### src/rtl/i4004_pkg.sv
// Shared definitions for the 4004-style ROM responder.
//   phase_e  : one state per bus clock of a 4004 instruction cycle
//   OPR_SRC  : upper opcode nibble of SRC (low bit of opcode must also be 1)
//   OP_WRR   : write ROM port
//   OP_RDR   : read ROM port
package i4004_pkg;

    typedef enum logic [3:0] {
        PhIdle,
        PhA1,
        PhA2,
        PhA3,
        PhM1,
        PhM2,
        PhX1,
        PhX2,
        PhX3
    } phase_e;

    localparam logic [3:0] OPR_SRC = 4'h2;
    localparam logic [7:0] OP_WRR  = 8'hE2;
    localparam logic [7:0] OP_RDR  = 8'hEA;

    function automatic logic is_src(input logic [7:0] op);
        return (op[7:4] == OPR_SRC) && op[0];
    endfunction

endpackage

### src/rtl/i4004_phase_seq.sv
// Instruction-cycle phase counter.
//   clk, rst_n : clock, asynchronous active-low reset
//   sync       : CPU SYNC; when sampled high the next phase is always A1
//   phase      : current phase (registered)
module i4004_phase_seq
    import i4004_pkg::*;
(
    input  logic   clk,
    input  logic   rst_n,
    input  logic   sync,
    output phase_e phase
);

    phase_e phase_q, phase_d;

    always_comb begin
        phase_d = PhIdle;
        if (sync) begin
            // Resync abandons whatever cycle was in progress.
            phase_d = PhA1;
        end else begin
            unique case (phase_q)
                PhIdle:  phase_d = PhIdle;
                PhA1:    phase_d = PhA2;
                PhA2:    phase_d = PhA3;
                PhA3:    phase_d = PhM1;
                PhM1:    phase_d = PhM2;
                PhM2:    phase_d = PhX1;
                PhX1:    phase_d = PhX2;
                PhX2:    phase_d = PhX3;
                PhX3:    phase_d = PhIdle;
                default: phase_d = PhIdle;
            endcase
        end
    end

    always_ff @(posedge clk or negedge rst_n) begin
        if (!rst_n) begin
            phase_q <= PhIdle;
        end else begin
            phase_q <= phase_d;
        end
    end

    assign phase = phase_q;

endmodule

### src/rtl/i4004_rom_responder.sv
// 4004-style ROM chip: answers instruction fetches from an external synchronous
// ROM and implements the SRC / WRR / RDR port protocol for chip CHIP_ID.
//   clk, rst_n        : clock, asynchronous active-low reset
//   sync, cm_rom      : CPU cycle marker and CM-ROM strobe
//   d_in              : CPU-to-memory data nibble
//   d_out, d_oe       : data nibble driven back to the CPU and its enable
//   rom_en, rom_addr  : ROM read strobe (A3 only) and 12-bit byte address
//   rom_data          : ROM read data, valid the cycle after rom_en
//   port_in, port_out : I/O port pins in / registered out
module i4004_rom_responder
    import i4004_pkg::*;
#(
    parameter logic [3:0] CHIP_ID = 4'h0
) (
    input  logic        clk,
    input  logic        rst_n,
    input  logic        sync,
    input  logic        cm_rom,
    input  logic [3:0]  d_in,
    output logic [3:0]  d_out,
    output logic        d_oe,
    output logic        rom_en,
    output logic [11:0] rom_addr,
    input  logic [7:0]  rom_data,
    input  logic [3:0]  port_in,
    output logic [3:0]  port_out
);

    phase_e phase;

    logic [7:0] addr_q, addr_d;
    logic [7:0] opcode_q, opcode_d;
    logic [3:0] src_chip_q, src_chip_d;
    logic [3:0] port_out_q, port_out_d;
    logic       selected;

    i4004_phase_seq u_phase_seq (
        .clk   (clk),
        .rst_n (rst_n),
        .sync  (sync),
        .phase (phase)
    );

    assign selected = (src_chip_q == CHIP_ID);

    // State updates; each register only changes in its own phase.
    always_comb begin
        addr_d     = addr_q;
        opcode_d   = opcode_q;
        src_chip_d = src_chip_q;
        port_out_d = port_out_q;
        unique case (phase)
            PhA1: addr_d[3:0] = d_in;
            PhA2: addr_d[7:4] = d_in;
            PhM1: opcode_d    = rom_data;
            PhX2: begin
                if (cm_rom && is_src(opcode_q)) begin
                    src_chip_d = d_in;
                end
                if ((opcode_q == OP_WRR) && selected) begin
                    port_out_d = d_in;
                end
            end
            default: ;
        endcase
    end

    // Outputs decode from the registered phase so reset clears them at once.
    always_comb begin
        rom_en   = 1'b0;
        rom_addr = {d_in, addr_q};
        d_oe     = 1'b0;
        d_out    = 4'h0;
        unique case (phase)
            PhA3: rom_en = 1'b1;
            PhM1: begin
                d_oe  = 1'b1;
                d_out = rom_data[7:4];
            end
            PhM2: begin
                d_oe  = 1'b1;
                d_out = opcode_q[3:0];
            end
            PhX2: begin
                if ((opcode_q == OP_RDR) && selected) begin
                    d_oe  = 1'b1;
                    d_out = port_in;
                end
            end
            default: ;
        endcase
    end

    always_ff @(posedge clk or negedge rst_n) begin
        if (!rst_n) begin
            addr_q     <= 8'h00;
            opcode_q   <= 8'h00;
            src_chip_q <= 4'h0;
            port_out_q <= 4'h0;
        end else begin
            addr_q     <= addr_d;
            opcode_q   <= opcode_d;
            src_chip_q <= src_chip_d;
            port_out_q <= port_out_d;
        end
    end

    assign port_out = port_out_q;

endmodule

### config.mk
export PLATFORM = sky130hd
export DESIGN_NAME = i4004_rom_responder
export DESIGN_NICKNAME = d
export VERILOG_FILES = /design/src/rtl/i4004_pkg.sv /design/src/rtl/i4004_phase_seq.sv /design/src/rtl/i4004_rom_responder.sv
export SDC_FILE = /design/constraint.sdc
export NUM_CORES = 1
export LEC_CHECK = 0
export ABC_AREA = 1
export BUFFER_PORTS_ARGS = -buffer_cell sky130_fd_sc_hd__buf_4
export CAP_MARGIN = 20
export CORE_MARGIN = 4
export CORE_UTILIZATION = 50
export CTS_CLUSTER_DIAMETER = 100
export DETAILED_ROUTE_END_ITERATION = 7
export GPL_ROUTABILITY_DRIVEN = 0
export PLACE_DENSITY_LB_ADDON = 0.3
export SYNTH_ARGS = -nofsm -noshare
export SYNTH_HDL_FRONTEND = slang
export SYNTH_SLANG_ARGS = --single-unit
### constraint.sdc
create_clock -name clk -period 1.5 [get_ports clk]
set_input_delay 0.075 -clock clk [delete_from_list [all_inputs] [get_ports clk]]
set_output_delay 0.075 -clock clk [all_outputs]
set_load 0.01 [all_outputs]
==> qor.yml, run 1 <==
logic_synthesis:
  yosysUniqueCellTypes: 20
  synth.cell_area_mm2: 0.00143
  synth-compound-area-share_pct: 5.27
  seq_area_frac_synth_pct: 49.2
  synth_edf_count: 0
  synth_adder_area_share_pct: 4.39
  synth_seq_cells: 28
  synth_area_leaders: "dfrtp_1, nand2_1, o21ai_0"
  syn_area_per_cell_um2: 8.48
  synth_common_cells: "nand2_1, dfrtp_1, inv_1"
  yosys.area.top_type: "dfrtp_1"
  synth_mux_area_share_pct: 0
  yosysWarnings: 0
  ys.flop_type: "dfrtp_1"
  synth_top_area_share_pct: 49.2
  synth_cells: 168
  syn-num-nets: 193
  yosys.area_share.simple_pct: 33.3
  synth_top_family_by_area: "simple AND/OR/NAND/NOR gates"
  async_flop_share_pct: 100
  synth_most_common_cell: "nand2_1"
  synth_xor_area_share_pct: 0
placement:
  dp.cells: 237
  dpl_cell_area_mm2: 0.00175
  port_buffers: 41
  post-place-ws_ps: 94.1
  dp_hpwl_um: 2450
grt:
  grt_use_met2_pct: 30.1
  use_met1_pct: 24.3
  antenna_found_initial: 0
  busiest_layer: "met2"
  grt_pass1_wl_um: 5290
  grt_max_degree: 29
  grt_pass1_vias: 1257
  grt_overflow: 0
  met3_usage_pct: 3.35
  grt.total_usage_pct: 18.6
timing:
  max_freq_mhz: 588
  skew_ps: 6.10
  rsz0062_at_grt: "yes"
  setup_viol: 5
  slew_headroom_pct: 76.6
  finalCritPeriodShare_pct: 113
  setup_tns_ps: -842
  fin_hold_ws_ps: 11.8
  slew_viol_final: 0
  post-route-min-period_ps: 1700
  hold_viol: 0
  worst_pin_slew_ps: 351
  fin_ws_ps: -199
floorplanning:
  start_util_pct: 52.1
  fp.dieW_um: 61.4
  die-area_mm2: 0.00377
  ios: 42
  core_mm2: 0.00273
  die_h_um: 61.4
  placementRows: 19
critical_path:
  worst-path-stages: 10
  path_buf_inv: 5
  startpoint_type: "flop"
  end_kind: "output port"
  slowest_delay_ps: 450
  worstPathMaxFanout: 5
  cp.arrival_ps: 1620
  cp_top_family: "flip-flops"
  required_ps: 1420
  path_class: "reg2out"
  cp_slowest_cell: "dfrtp_1"
  r2r_cells: 7
  path_cells: "inv_2 -> ha_4 -> inv_2 -> nor2_4 -> buf_6 -> nand2_4 -> nand2_2 -> inv_1 -> nand2_1 -> buf_6"
layout:
  finalNetCount: 254
  final_cells: 259
  fill_cells: 196
  area_delta_synth_final_pct: 40.5
  drive_above_1_share_pct: 34.2
  antennaDiodeCount: 0
  final_area_mm2: 0.00200
power:
  peakVddDrop_mv: 0.891
  p_leak_nw: 1.10
  power_density_mw_per_mm2: 1200
route:
  drtIter0Drc: 76
  drt_wl_total_um: 3250
  ant_nets: 0
  drc: 0
  drtPass1Iterations: 4
  wl_per_cell_um: 12.6
  vias: 1285
  via_per_inst: 4.96
outcome:
  violations: "negative setup slack"
  status: "complete, but fails checks"
min_path:
  min_delay_path_depth: 3
  hold_class: "in2reg"
clock_network:
  cts.sinks: 28
  h-tree-depth: 1
  cts_root_buf: "clkbuf_4"
  cts.path.max_buffers: 2
  cts_tree: "done"
  clk_pin_slew_ps: 150
  cts_buffers: 3
  clk_latency_ps: 320
run:
  cap_violations: 0
[repair_timing]
item / 4_1_cts / 5_1_grt
setup endpoints to repair: 5 / 6
pin swaps: 4 / 1
hold endpoints to repair: 39 / 1
gates cloned: 0 / 0
buffers inserted: 6 / 1
resized for setup: 13 / 5
hold buffers: 10 / 1
[final timing paths]
path                                 startpoint     endpoint  slack [ps]
max                        u_phase_seq.phase[0]     d_out[2]        -200
min                                     d_in[2]  port_out[2]          10
max reg2reg                u_phase_seq.phase[1]  port_out[3]         110
min reg2reg                         port_out[1]  port_out[1]         490
max in group asynchronous                 rst_n  opcode_q[0]        1060
min in group asynchronous                 rst_n    addr_q[7]         180
[placed cells by master, fill, tap and decap left out]
master,count
a21oi_1,1
buf_4,46
buf_6,4
clkbuf_4,3
clkbuf_8,1
dfrtp_1,28
dlygate4sd3_1,11
ha_1,3
ha_2,1
ha_4,1
inv_1,13
inv_2,6
nand2_1,55
nand2_2,3
nand2_4,3
nand3_1,11
nand3_2,1
nand3_4,1
nand4_1,4
nor2_1,11
nor2_2,2
nor2_4,2
nor2_8,1
nor3_4,1
nor3b_4,1
o21ai_0,12
o21ai_1,1
o21ai_2,1
[worst reg2reg max path: stages, from the launching register on]
cell     delay (ps)
dfrtp_1         440
ha_1            250
nand3_4         130
nor2_8          150
buf_4           160
nand2_4          60
nand2_1          70
nand2_1          40
[per-stage QoR]
| stage | total power [mW] | utilization, % |
|---|---|---|
| floorplan | 1.59 | - |
| global placement | 1.91 | 63.8 |
| detailed placement | 1.95 | 63.8 |
| CTS | 2.38 | 71.9 |
| global route | 2.57 | 73.2 |
| finish | 2.40 | 73.2 |
[metal layers]
layer | routed length [um] | up-vias
li1 | - | 640
met1 | 1430 | 595
met2 | 1540 | 44
met3 | 229 | 6
met4 | 49 | 0
met5 | 0 | -
[power by group]
part | internal [mW] | switching (mW) | leakage, nW
clock network | 0.148 | 0.212 | 0.0210
logic | 0.407 | 0.484 | 0.740
registers | 0.971 | 0.174 | 0.337
[registers in the layout, summed over array words and instances, names as in the netlist]
name and flops:
opcode_q 8, src_chip_q 4, u_phase_seq.phase 4, addr_q 8, port_out 4
[cell families (layout without fill, tap and decap cells)]
group | after synthesis | after routing
AOI/OAI and AO/OA | 15 | 15
and+or+nand+nor | 96 | 96
buffers and inverters | 24 | 84
adders and majority gates | 5 | 5
DFF | 28 | 28
[cell type report]
class / instances / area (um2) / area share [%]
Clock buffer: 4 / 36.3 / 1.81
Inverter: 19 / 71.3 / 3.56
Multi-Input combinational cell: 116 / 654 / 32.7
Sequential cell: 28 / 701 / 35.0
Tap cell: 31 / 38.8 / 1.94
Timing Repair Buffer: 61 / 500 / 25.0
Power figures use the tool's default switching activity.
==> run 2: changes to the inputs <==
CTS_BUF_LIST = sky130_fd_sc_hd__clkbuf_8   (was unset)
GPL_ROUTABILITY_DRIVEN = 1   (was 0)
==> qor.yml, run 2 (synthesis gave the netlist of run 1 again) <==
outcome:
  status: "complete, but fails checks"
  violations: "negative setup slack"
min_path:
  hold_class: "in2reg"
  min_to: "opcode_q[2]"
  hp-start: "rom_data[2]"
  min_delay_path_depth: 3
route:
  ant_nets: 0
  vias: 1244
  drtIter0Drc: 80
  drt_wl_total_um: 3290
  via_per_inst: 4.96
  wl_per_cell_um: 13.1
  drtPass1Iterations: 4
  drc: 0
critical_path:
  required_ps: 1420
  end_kind: "output port"
  startpoint_type: "flop"
  cp.arrival_ps: 1560
  r2r_end: "port_out[3]"
  startpoint: "u_phase_seq.phase[0]"
  slowest_delay_ps: 430
  r2r_start: "u_phase_seq.phase[1]"
  path_cells: "inv_2 -> ha_4 -> inv_2 -> nor2_4 -> buf_6 -> nand2_4 -> nand2_2 -> inv_1 -> nand2_1 -> buf_6"
  cp_slowest_cell: "dfrtp_1"
  r2r_cells: 7
  worstPathMaxFanout: 5
  r2r_slack_ps: 130
  path_class: "reg2out"
layout:
  multiInputGateArea_um2: 648
  final_area_mm2: 0.00193
  reg_top3: "addr_q: 8 flops, opcode_q: 8 flops"
  fill_cells: 206
  drive_above_1_share_pct: 35.9
  antennaDiodeCount: 0
  final_common_cell: "nand2_1"
  finalNetCount: 246
  final_cells: 251
  area_delta_synth_final_pct: 35.6
  final_cell_mix: "nand2_1, buf_4, dfrtp_1"
  regArea_um2: 701
timing:
  fin_hold_ws_ps: 11.1
  post-route-min-period_ps: 1640
  slew_viol_final: 0
  setup_viol: 5
  hold_viol: 0
  finalCritPeriodShare_pct: 109
  rsz0062_at_grt: "yes"
  setup_tns_ps: -507
  slew_headroom_pct: 76.1
  worst_pin_slew_ps: 358
  fin_ws_ps: -136
  max_freq_mhz: 611
  skew_ps: 4.01
placement:
  gp_congestion: 0.841
  dp_hpwl_um: 2450
  port_buffers: 41
  dpl_cell_area_mm2: 0.00175
  dp.cells: 237
power:
  peakVddDrop_mv: 0.983
  power_density_mw_per_mm2: 1290
  p_leak_nw: 1.07
clock_network:
  cts_buffers: 3
  cts.path.max_buffers: 2
  h-tree-depth: 1
  clk_latency_ps: 270
  cts_tree: "done"
  clk_pin_slew_ps: 90
  cts.sinks: 28
  cts_root_buf: "clkbuf_8"
grt:
  grt.total_usage_pct: 18.6
  antenna_found_initial: 0
  grt_overflow: 0
  grt_max_degree: 29
  grt_pass1_vias: 1201
  grt_pass1_wl_um: 5240
floorplanning:
  die_h_um: 61.4
  core_mm2: 0.00273
  die-area_mm2: 0.00377
  placementRows: 19
  ios: 42
  start_util_pct: 52.1
  fp.dieW_um: 61.4
run:
  cap_violations: 0
-- run 2: cell count changes in the layout (fill, tap and decap cells not counted) --
cell and change:
nor3b_4 -1, buf_4 +1, clkbuf_4 -3, nor3b_2 +1
dlygate4sd3_1 -9, clkbuf_8 +3
-- run 2: cell type report --
| cell class | instances | share of cell area [%] |
|---|---|---|
| well taps | 31 | 2.01 |
| flip-flops and latches | 28 | 36.3 |
| inverters | 19 | 3.69 |
| multi-input cells | 116 | 33.5 |
| repair buffers | 53 | 21.6 |
| clock buffers | 4 | 2.85 |
-- run 2: worst max-delay path by stage --
| stage | to | slack [ps] | cells past startpoint |
|---|---|---|---|
| final | d_out[2] | -140 | 10 |
| after global routing | d_out[2] | -240 | 10 |
| after CTS | d_out[2] | -110 | 10 |
| after detailed placement | d_out[0] | 90 | 10 |
| after global placement | d_out[0] | 130 | 10 |
| after floorplan | d_out[0] | 280 | 9 |
-- run 2: per-stage QoR --
step / setup WS (ps) / utilization, % / total power [mW]
after floorplan: 281 / - / 1.59
after global placement: 133 / 63.8 / 1.91
after detailed placement: 94.1 / 63.8 / 1.95
after CTS: -112 / 69.6 / 2.47
after global routing: -241 / 70.7 / 2.66
final: -136 / 70.7 / 2.49
-- run 2: layer usage --
metal  GRT usage [%]  share of wire (%)  wire (um)
met1            24.3                 44       1440
met3            2.52                7.1        235
met4            8.18                1.9         63
met5               0                  0          0
met2            30.7                 47       1550
-- run 2: timing repair --
| item | CTS | global route |
|---|---|---|
| gates resized for setup | 13 | 4 |
| setup buffers | 6 | 2 |
| setup endpoints to repair | 5 | 6 |
| pin swaps | 5 | 1 |
| cloned | 0 | 0 |
| hold buffers | 2 | 0 |
| endpoints found under the hold margin | 31 | 0 |
-- run 2: worst max-delay path, delay by kind of cell (launching register included) --
kind / cells / cell delay, ps
fa+ha+maj: 1 / 130
buf+inv: 5 / 390
flops: 1 / 430
simple gates: 4 / 330
-- run 2: where the power goes --
group / total, mW / internal, mW / switching [mW]
Sequential: 1.14 / 0.972 / 0.172
Combinational: 0.882 / 0.392 / 0.490
Clock: 0.464 / 0.235 / 0.229
